--- config.mk ---
export PLATFORM = sky130hd
export DESIGN_NAME = alu_arbiter
export DESIGN_NICKNAME = d
export VERILOG_FILES = /design/src/rtl/alu_arbiter.sv
export SDC_FILE = /design/constraint.sdc
export NUM_CORES = 1
export LEC_CHECK = 0
export CORE_ASPECT_RATIO = 0.8
export CORE_MARGIN = 2
export CORE_UTILIZATION = 34
export DETAILED_ROUTE_END_ITERATION = 10
export PLACE_DENSITY_LB_ADDON = 0.08
export SLEW_MARGIN = 30
export SYNTH_ARGS = -nofsm -noshare
export SYNTH_HDL_FRONTEND = slang
export SYNTH_SLANG_ARGS = --single-unit
--- constraint.sdc ---
create_clock -name clk -period 1.28 [get_ports clk]
set_clock_uncertainty 0.05 [all_clocks]
set_input_delay 0.256 -clock clk [delete_from_list [all_inputs] [get_ports clk]]
set_output_delay 0.256 -clock clk [all_outputs]
set_load 0.02 [all_outputs]
--- src/rtl/alu_arbiter.sv ---
// alu_arbiter: shares one combinational 32-bit ALU between two requesters.
// Round-robin grant into an issue register (S1) that drives the ALU, and a
// result register (S2) that returns the tagged response. Response-side
// backpressure stalls both stages. One operation per cycle is sustained.
module alu_arbiter #(
  parameter int WIDTH  = 32,
  parameter int OPW    = 4,
  parameter int MAX_OP = 8
) (
  input  logic             clk,
  input  logic             rst,
  input  logic             req0_valid,
  output logic             req0_ready,
  input  logic [WIDTH-1:0] req0_a,
  input  logic [WIDTH-1:0] req0_b,
  input  logic [OPW-1:0]   req0_op,
  input  logic             req1_valid,
  output logic             req1_ready,
  input  logic [WIDTH-1:0] req1_a,
  input  logic [WIDTH-1:0] req1_b,
  input  logic [OPW-1:0]   req1_op,
  output logic [WIDTH-1:0] alu_a,
  output logic [WIDTH-1:0] alu_b,
  output logic [OPW-1:0]   alu_op,
  input  logic [WIDTH-1:0] alu_out,
  output logic             rsp_valid,
  input  logic             rsp_ready,
  output logic             rsp_id,
  output logic [WIDTH-1:0] rsp_data,
  output logic             rsp_illegal,
  output logic             busy
);

  localparam logic [OPW-1:0] L_MAX_OP = OPW'(MAX_OP);

  // Opcodes beyond the last defined ALU operation are flagged, not rejected.
  function automatic logic f_is_illegal(input logic [OPW-1:0] op);
    return (op > L_MAX_OP);
  endfunction

  // Issue stage (S1)
  logic             r_s1_valid;
  logic [WIDTH-1:0] r_s1_a;
  logic [WIDTH-1:0] r_s1_b;
  logic [OPW-1:0]   r_s1_op;
  logic             r_s1_id;
  logic             r_s1_illegal;

  // Result stage (S2)
  logic             r_s2_valid;
  logic [WIDTH-1:0] r_s2_data;
  logic             r_s2_id;
  logic             r_s2_illegal;

  // Requester that won the most recent accepted transfer
  logic             r_last_grant;

  logic             w_grant;
  logic             w_s2_load;
  logic             w_s1_free;
  logic             w_req0_ready;
  logic             w_req1_ready;
  logic             w_accept;
  logic [WIDTH-1:0] w_acc_a;
  logic [WIDTH-1:0] w_acc_b;
  logic [OPW-1:0]   w_acc_op;

  // Round-robin choice: a lone requester wins, a tie goes to the one not served last.
  always_comb begin
    w_grant = 1'b0;
    case ({req1_valid, req0_valid})
      2'b01:   w_grant = 1'b0;
      2'b10:   w_grant = 1'b1;
      2'b11:   w_grant = ~r_last_grant;
      default: w_grant = 1'b0;
    endcase
  end

  // Pipeline advance and handshake: S1 empties into S2 whenever S2 is empty or draining.
  always_comb begin
    w_s2_load    = r_s1_valid & (~r_s2_valid | rsp_ready);
    w_s1_free    = ~r_s1_valid | w_s2_load;
    w_req0_ready = w_s1_free & ~w_grant & req0_valid & ~rst;
    w_req1_ready = w_s1_free &  w_grant & req1_valid & ~rst;
    w_accept     = w_req0_ready | w_req1_ready;
  end

  // Operand selection from the granted requester.
  always_comb begin
    w_acc_a  = req0_a;
    w_acc_b  = req0_b;
    w_acc_op = req0_op;
    if (w_grant) begin
      w_acc_a  = req1_a;
      w_acc_b  = req1_b;
      w_acc_op = req1_op;
    end else begin
      w_acc_a  = req0_a;
      w_acc_b  = req0_b;
      w_acc_op = req0_op;
    end
  end

  // Priority rotates only on an accepted transfer, so stalls keep fairness intact.
  always_ff @(posedge clk) begin
    if (rst) begin
      r_last_grant <= 1'b1;
    end else if (w_accept) begin
      r_last_grant <= w_grant;
    end else begin
      r_last_grant <= r_last_grant;
    end
  end

  // Issue register: load on accept, empty when its content moves on with nothing behind it.
  always_ff @(posedge clk) begin
    if (rst) begin
      r_s1_valid   <= 1'b0;
      r_s1_a       <= '0;
      r_s1_b       <= '0;
      r_s1_op      <= '0;
      r_s1_id      <= 1'b0;
      r_s1_illegal <= 1'b0;
    end else if (w_accept) begin
      r_s1_valid   <= 1'b1;
      r_s1_a       <= w_acc_a;
      r_s1_b       <= w_acc_b;
      r_s1_op      <= w_acc_op;
      r_s1_id      <= w_grant;
      r_s1_illegal <= f_is_illegal(w_acc_op);
    end else if (w_s2_load) begin
      r_s1_valid   <= 1'b0;
    end else begin
      r_s1_valid   <= r_s1_valid;
    end
  end

  // Result register: capture the ALU output on advance, clear once the consumer takes it.
  always_ff @(posedge clk) begin
    if (rst) begin
      r_s2_valid   <= 1'b0;
      r_s2_data    <= '0;
      r_s2_id      <= 1'b0;
      r_s2_illegal <= 1'b0;
    end else if (w_s2_load) begin
      r_s2_valid   <= 1'b1;
      r_s2_data    <= alu_out;
      r_s2_id      <= r_s1_id;
      r_s2_illegal <= r_s1_illegal;
    end else if (r_s2_valid & rsp_ready) begin
      r_s2_valid   <= 1'b0;
    end else begin
      r_s2_valid   <= r_s2_valid;
    end
  end

  // Output mapping: ALU operands straight from S1, response straight from S2.
  always_comb begin
    req0_ready  = w_req0_ready;
    req1_ready  = w_req1_ready;
    alu_a       = r_s1_a;
    alu_b       = r_s1_b;
    alu_op      = r_s1_op;
    rsp_valid   = r_s2_valid;
    rsp_id      = r_s2_id;
    rsp_data    = r_s2_data;
    rsp_illegal = r_s2_illegal;
    busy        = r_s1_valid | r_s2_valid;
  end

endmodule

# --- Yosys cells after proc, flatten, opt, wreduce, memory -nomap -nowiden ---
# Cells that the tools add are included.
# W data, S select, Z words.
classes:
  magnitude_cmp: 1
  eq_ne: 2
  n_mux: 8
  n_bitwise: 17
  n_reduce_logical: 2
op_table:
  columns: ["op", "n"]
  rows:
  - ["$mux W32", 2]
  - ["$and A1 B1 Y1", 8]
  - ["$not A1 Y1", 5]
  - ["$eq A2 B2 Y1 const B", 2]
  - ["$gt A4 B4 Y1 const B", 1]
  - ["$mux W1", 4]
  - ["$mux W4", 1]
  - ["$or A1 B1 Y1", 4]
  - ["$reduce_bool A2 Y1", 2]
  - ["$pmux W1 S2", 1]
word_totals:
  regBits: 107
  inputBits: 173
  output_inout_bits: 106
  elab_cells: 41

# --- Depth between registers and ports, before layout ---
# Gate-level depths: netlist of run 1.
logic_depth:
  word_depth: 9
  mapped_depth: 7
  mapped_depth_nobuf: 3

# --- Least setup slack after synthesis of run 1 ---
# OpenSTA, ideal clock, no wires.
synth_path:
  path_kind: "input to output"
  start: "input rst"
  end: "output req0_ready"
  t_arrival_ns: 1.352
  required_ns: 0.974
  setup_slack_ns: -0.378
  path_stages: 3
  path_buffers: 2
  path_cell_list: "clkbuf_1 clkbuf_1 nor4_1"
synth_via:
  elab_chain_len: 2
synth_lines:
  columns: ["element", "line", "rtl"]
  rows:
  - ["start, declared", "11", "input logic rst,"]
  - ["$not A1 Y1", "83", "w_req0_ready = w_s1_free & ~w_grant & req0_valid & ~rst;"]
  - ["$and A1 B1 Y1", "83", null]
  - ["end, declared", "13", "output logic req0_ready,"]
# No other way between the ends.

# --- Final worst setup path of run 1 ---
layout_path:
  start: "register r_last_grant"
  end: "output req0_ready"
layout_via:
  elab_chain_len: 6
layout_lines:
  columns: ["element", "line", "rtl"]
  rows:
  - ["start, declared", "56", "logic r_last_grant;"]
  - ["start signal, assigned", "109", "r_last_grant <= w_grant;"]
  - ["start signal, assigned", "111", "r_last_grant <= r_last_grant;"]
  - ["$not A1 Y1", "74", "2'b11: w_grant = ~r_last_grant;"]
  - ["$pmux W1 S2", "71", "case ({req1_valid, req0_valid})"]
  - ["$not A1 Y1", "83", null]
  - ["$and A1 B1 Y1 (3 in series)", "83", null]
# No other way between the ends.

==> results of run 1 <==
## path summary, 6_finish.rpt
kind / startpoint / end / slack [ns] / cells after the start
min: rst / r_s1_id / 0.09 / 2
max: r_last_grant / req0_ready / -0.33 / 4
max reg2reg: r_s1_valid / alu_b[14] / -0.32 / 7
min reg2reg: rsp_data[14] / rsp_data[14] / 0.41 / 2
## power breakdown
group,total (mW),internal [mW],switching [mW]
Sequential,3.71,3.57,0.148
Clock,3.05,1.69,1.35
Combinational,2.81,1.41,1.41
Total,9.58,6.67,2.91
## registers in the layout, summed over array words and instances (netlist names)
signal and cells:
alu_a 32, alu_b 32, alu_op 4, r_last_grant 1, r_s1_id 1, r_s1_illegal 1, r_s1_valid 1, rsp_data 32
rsp_id 1, rsp_illegal 1, rsp_valid 1
## final cells by class
class                           count  area (um2)
Inverter                            4        18.8
Clock inverter                      4        55.1
Sequential cell                   107        2150
Tap cell                          180         225
Timing Repair Buffer              350        3500
Multi-Input combinational cell    398        3090
Clock buffer                       12         267
Antenna cell                        1        2.50
Fill cell                        1063        4200
## repair_timing
item | CTS | global route
hold buffers | 0 | 0
resized for setup | 573 | 163
endpoints found under the setup margin | 213 | 164
buffers inserted | 25 | 8
pin swaps | 57 | 80
cloned | 23 | 1
## worst max-delay path: stages (launching register included)
cell and delay (ns):
dfxtp_2 0.35, buf_6 0.11, a21boi_4 0.07, nor4_4 0.21, buf_4 0.19
## routing by layer
metal,vias up,track usage,wire length (um)
met5,-,0,0
met2,272,0.466,10500
met4,0,0.0997,466
li1,2684,-,-
met3,38,0.0855,1730
met1,2839,0.346,8790
## logic make-up (layout without fill, tap and decap cells)
family / Yosys count / in the layout / share of synthesized area
AO/OA/AOI/OAI: 215 / 215 / 0.316
buffers and inverters: 69 / 370 / 0.0650
flip-flops: 107 / 107 / 0.456
multiplexers: 2 / 2 / 0.00453
other: 0 / 1 / 0
AND/OR/NAND/NOR: 180 / 181 / 0.158
## placed cells by master (no fill, tap or decap), types with 13 or more instances in the layout
cell type / instances
buf_4: 15
dfxtp_1: 102
buf_12: 19
a311oi_2: 67
nand2_2: 22
o21ai_2: 31
a21oi_2: 23
nand2_1: 101
buf_16: 16
a21oi_1: 74
nand3_1: 34
nand2_4: 13
clkdlybuf4s50_1: 168
buf_6: 21
buf_2: 100
## stage by stage
step                area (um2)  utilization
finish                    9310        0.689
floorplan                 4750            -
global placement          7750        0.574
global route              9310        0.689
CTS                       9370        0.694
detailed placement        7750        0.574
==> results.md, run 1 <==
- The run finished, with violations left.
- The checks that failed: setup timing.
- Among all flip-flop cells after synthesis, the most frequent one is dfxtp_1.
- Dividing the detail-routed wire length by the instance count gives 20.3 um.
- The portion of the clock cycle consumed by the worst path in the final layout is 1.25.
- TritonCTS built the clock tree.
- In the global route stage, overall resource usage came out at 0.280.
- The initial utilization of the core area, before any placement, comes to 0.348.
- The count of endpoints failing hold in the final timing report is 0.
- Summing over every cut layer, the via total after detailed routing is between 5,000 and 6,000.
- For this run, the register share of the synthesized area comes to 0.456.
- At the placement stage, the worst setup path has a slack of -0.938 ns.
- ~280 I/O pins were placed.
- Across all hold checks on the routed design, the worst slack comes to between 0.09 and 0.1 ns.
- The pin count of the biggest net entering global routing is 55.
- The average cell area after synthesis is between 8 and 9 um2.
- Setup repair after global routing could not meet its margin everywhere.
- The global placement routability congestion is 0.779.
- The half-perimeter wire length of the detailed placement result is about 12 mm.
- At the pin with the least slew margin, the transition time is between 0.9 and 1 ns.
- The die is about 140 um wide.
- The total iterations of the first detailed-routing run is 4.
- The category of the critical setup timing path is reg2out.
- Data arrives at the worst endpoint at approximately 1.3 ns.
- The setup slack after layout is -0.326 ns.
- The number of setup violations in the final report is between 100 and 150.
- The net count after synthesis is between 700 and 800.
- In the synthesized netlist, the cells that appear most often are nand2_1, dfxtp_1, a21oi_1.
- In this run the remaining antenna-violating nets after routing total 0.
- The count of placed standard cells including taps is 995.
- The capturing element type of the critical path is an output port.
- The number of antenna violations at the first check in global routing is 1.
- The total of buffers placed on input and output ports is around 280.
- The peak supply drop is 0.000782 V.
- Based on the critical path, the design can be clocked at up to about 620 MHz.
- The root buffer cell chosen for the clock tree is clkbuf_16.
- The number of distinct library cell variants in the gate-level netlist after synthesis is 31.
- The static power due to leakage is 3.70 nW.
- The total wirelength of the detailed-routed design is around 21 mm.
- The H-tree generated during clock tree synthesis spans 3 levels.
- The number of global-route vias before repair came to slightly below 6,000.
- Clock-pin slew was measured on the worst setup and hold paths at 0.08 ns.
- In this run the cell area of the synthesized design comes to 4690 um2.
- Subtracting the final worst setup slack from the clock period gives roughly 1.6 ns.
- The area share of the largest cell type after synthesis is 0.456.
- The number of flops mapped to enable cells by yosys is 0.
- The synthesis-to-layout area growth is 98.2%.
- The die outline area is between 10,000 and 15,000 um2.
- Across the run, the number of max-cap violations was 0.
- After technology mapping, the gate count stands at roughly 570.
- The worst setup path is launched from a register.
- The clock reaches the later pin of the worst-skew pair after between 0.3 and 0.4 ns.
- The first global-routing pass estimated between 30 and 40 mm of wire.
- The die is 109 um tall.
- Measured against its own limit, the worst slew margin works out to 0.370.
- The maximum fanout along the worst path is 2.
- At the worst endpoint, the required time is just under 1 ns.
- The buffer depth of the longest clock path is 2.
- The violation count after the first detailed-routing iteration is 307.
- Total power for the finished layout comes to approximately 9.6 mW.
- The aggregate global routing overflow is 0.
- The site row count is 38.
- nand2_1 is the most common cell in the netlist.
- For this run, asynchronously set or reset flops after synthesis account for 0.
- The core area is ~14,000 um2.
- The final count of pins violating max slew came to 0.
- In this run, CTS created clock tree buffers numbering 9.
- The fraction of final layout cells with drive strength greater than 1 is 0.434.
- In this run the worst hold path is classified as in2reg.
- The count of cells in the finished layout, fillers not included, comes to roughly 1,100.
- The synthesized design contains between 100 and 150 register bits.
- The top cell type by total area after synthesis is dfxtp_1.
- The final net count is between 1,000 and 1,500.
- For this design, the sink count on the clock tree is around 110.
- Using the TritonRoute via totals, the vias-per-cell ratio works out to approximately 5.5.
- The Yosys warning count is 0.
- By area the synthesized netlist is led by dfxtp_1, a21oi_1, nand2_1, a311oi_1, a311oi_2.
- Power spread over the standard cell area amounts to about 1000 nW/um2.
- The number of design rule violations left after detail routing is 0.
- For the final routed database, the setup TNS stands at -25.46 ns.
No activity file was read; power rests on OpenSTA's default activity.
==> run 2, diff against run 1 <==
==> constraint.sdc (replaced) <==
create_clock -name clk -period 1.28 [get_ports clk]
set_clock_uncertainty 0.05 [all_clocks]
set_input_delay 0.256 -clock clk [delete_from_list [all_inputs] [get_ports clk]]
set_output_delay 0.256 -clock clk [all_outputs]
set_load 0.01 [all_outputs]
==> run 2 against run 1 <==
Effect of this change: the run still ends with setup timing left; total power decreased by 2.6%; utilization increased by 3.5 points; clock power decreased by 3%; hold slack improved by 0.26 ns; sequential share of layout area decreased by 1.1 points; count of clock-buffer cells in the layout decreased by 2; setup slack got worse by 0.020 ns; critical endpoint is now r_s1_illegal; highest routed layer unchanged.
==> results.md, run 2 (synthesis results as in run 1) <==
- The run finished, with violations left.
- The final reports fail on setup timing.
- The half-perimeter wire length of the detailed placement result is 12.2 mm (+2.3%).
- The core area was 13,500 um2 (unchanged).
- The count of endpoints failing hold in the final timing report is 0 (unchanged).
- The startpoint identified for the worst hold timing path is rst.
- The fraction of final layout cells with drive strength greater than 1 is 0.443 (+0.00904).
- The hold-fix buffer count after cts came to 0 (unchanged).
- The number of filler cells placed in the layout is 968 (-8.9%).
- STA classifies the critical path startpoint as a register.
- The maximum cell stage delay along the critical path is 0.36 ns (about the same).
- The clock latency at the later pin of the worst-skew pair is 0.35 ns (about the same).
- The final net count was 1,059 (+1.5%).
- The portion of the clock cycle consumed by the worst path in the final layout is 1.27 (+0.0153).
- The total of buffers placed on input and output ports is 278 (unchanged).
- The final count of pins violating max slew is 0 (unchanged).
- The worst slew margin relative to its limit is 0.371 (+0.00171).
- The number of antenna repair diodes is 0 (-1).
- The clock sink count is 107 (unchanged).
- The peak supply drop is 0.000651 V (-17%).
- The setup slack after layout is -0.345 ns (-0.0196 ns).
- The maximum fanout along the worst path is 4 (+2).
- The area growth from synthesis to layout is 108%.
- The violation count after the first detailed-routing iteration is 285 (-7.2%).
- The I/O pin count came to 279 (unchanged).
- The starting density of the core is 0.348 (unchanged).
- The maximum clock frequency is 615 MHz (-1.2%).
- The multi-input gate area in the final layout is 3250 um2 (+5.4%).
- The clock buffer count from CTS is 9 (unchanged).
- The routed wire length per instance is 21.0 um (+3.5%).
- The clock-pin slew on the worst setup and hold paths was 0.08 ns (about the same).
- In this run the critical register-to-register path is launched from r_s1_valid.
- The wire length of the first global-routing pass is 30.8 mm (-3.0%).
- The number of antenna violations at the first check in global routing is 0 (-1).
- The width of the chip is 135 um (unchanged).
- The number of setup violations in the final report is 112 (+1.8%).
- The utilization after layout is 0.724 (+0.0350).
- The layer flagged by global routing as most heavily used is met2.
- The worst path arrival time was 1.84 ns (+0.54 ns).
- The sequential cell area is 2150 um2 (+0.23%).
- The global-route met2 utilization is 0.454 (-0.0120).
- The number of H-tree levels is 3 (unchanged).
- The floorplan die height is 109 um (unchanged).
- Setup repair after global routing could not meet its margin everywhere.
- The global placement routability congestion is 0.835 (+7.3%).
- The die outline area came to 14,800 um2 (unchanged).
- The type of the tightest min-delay check is in2reg.
- The TritonCTS clock tree is done.
- The total iterations of the first detailed-routing run is 4 (unchanged).
- Walking the worst path, the cells encountered are buf_8 -> nand3b_1 -> buf_4 -> clkbuf_16 -> buf_8 -> a211o_1 -> o31ai_2.
- The number of design rule violations left after detail routing is 0 (unchanged).
- The standard cell with the maximum stage delay on the critical path is dfxtp_2.
- The detailed-route via count is 5,871 (+0.65%).
- The total wirelength of the detailed-routed design is 22.5 mm (+5.0%).
- The number of global-route vias before repair is 5,712 (-0.92%).
- The number of violations of the max-capacitance limit is 0 (unchanged).
- The cell repeated most along the worst path is buf_8.
- The pin count of the biggest net entering global routing came to 63 (+15%).
- In the layout the commonest cells are clkdlybuf4s50_1, nand2_1, dfxtp_1, clkbuf_2, a21oi_2.
- The category of the critical setup timing path is reg2reg.
- The actual slew at the worst max-slew pin is 0.943 ns (-0.00257 ns).
- The setup slack after placement is -0.908 ns (+0.0300 ns).
- The launch point of the critical path is r_s1_valid.
- The site row count was 38 (unchanged).
- The capturing element type of the critical path is a register.
- The global router's overall resource usage is 0.267 (-0.0132).
- The cell chosen for the clock root is clkbuf_16.
- The required arrival time at the worst endpoint came to 1.49 ns (+0.52 ns).
- The aggregate global routing overflow is 0 (unchanged).
- The buffer depth of the longest clock path was 2 (unchanged).
- The remaining number of nets flagged by the antenna check after routing is 0 (unchanged).
- The post-detailed-route via-to-cell ratio is 5.48 (-0.76%).
- The total power density per cell area is 954 nW/um2 (-7.3%).
- The met1 layer usage reported by global route is 0.331 (-0.0142).
- The fraction of met3 tracks used by global routing is 0.0786 (-0.00697).
- The most common cell after layout, fill and taps aside is clkdlybuf4s50_1.
- The static power due to leakage is 3.69 nW (-0.19%).
- The minimum clock period after layout is 1.63 ns (+0.0196 ns).
==> run 2: cell count changes in the layout (fill, tap and decap cells not counted), sizes merged <==
cell / change
buf: -93
bufbuf: +1
clkbuf: +76
clkdlybuf4s15: +29
clkinv: +1
diode: -1
inv: +1
nor2b: +1
==> run 2: critical path: cells and delay by family, from the launching register on <==
family,cells,cell delay [ns]
flops,1,0.36
compound gates,2,0.35
buf+inv,4,0.61
simple gates,1,0.17
==> run 2: through the flow <==
stage / setup TNS [ns] / instances / power, mW / hold WS [ns] / area, um2
global route: -33.73 / 1071 / 9.66 / 0.357 / 9780
floorplan: -2.74 / 573 / 4.60 / 0.354 / 4730
global placement: -74.06 / 1003 / 5.84 / 0.410 / 7860
CTS: -20.37 / 1058 / 9.12 / 0.287 / 9280
detailed placement: -66.55 / 1003 / 5.87 / 0.406 / 7860
finish: -29.04 / 1071 / 9.33 / 0.352 / 9780
==> run 2: cell type report <==
type | count | area share
multi-input combinational | 399 | 0.332
tap | 180 | 0.0230
clock buffer | 10 | 0.0244
sequential | 107 | 0.220
clock inverter | 6 | 0.00704
inverter | 4 | 0.00192
timing repair buffer | 365 | 0.391
==> run 2: metal layers <==
layer | wire (um) | vias to the layer above
met5 | 0 | -
met1 | 9500 | 2834
met3 | 1720 | 43
met2 | 10800 | 269
li1 | - | 2725
met4 | 464 | 0
==> run 2: power by group <==
group | switching, mW | internal, mW | total (mW) | leakage, nW
logic | 1.24 | 1.42 | 2.66 | 2.66
clock network | 1.35 | 1.59 | 2.95 | 0.150
registers | 0.159 | 3.57 | 3.73 | 0.885
==> run 2: repair_timing <==
item                                    CTS  global route
pin swaps                                87            70
endpoints found under the setup margin  212           203
gates resized for setup                 367           243
setup buffers                            22             4
gates cloned                             18            12
==> run 2: final timing paths <==
kind                  end  slack (ns)  cells after the start
max          r_s1_illegal       -0.35                      7
min           rsp_data[8]        0.35                      3
max reg2reg  r_s1_illegal       -0.35                      7
min reg2reg   rsp_illegal        0.42                      2
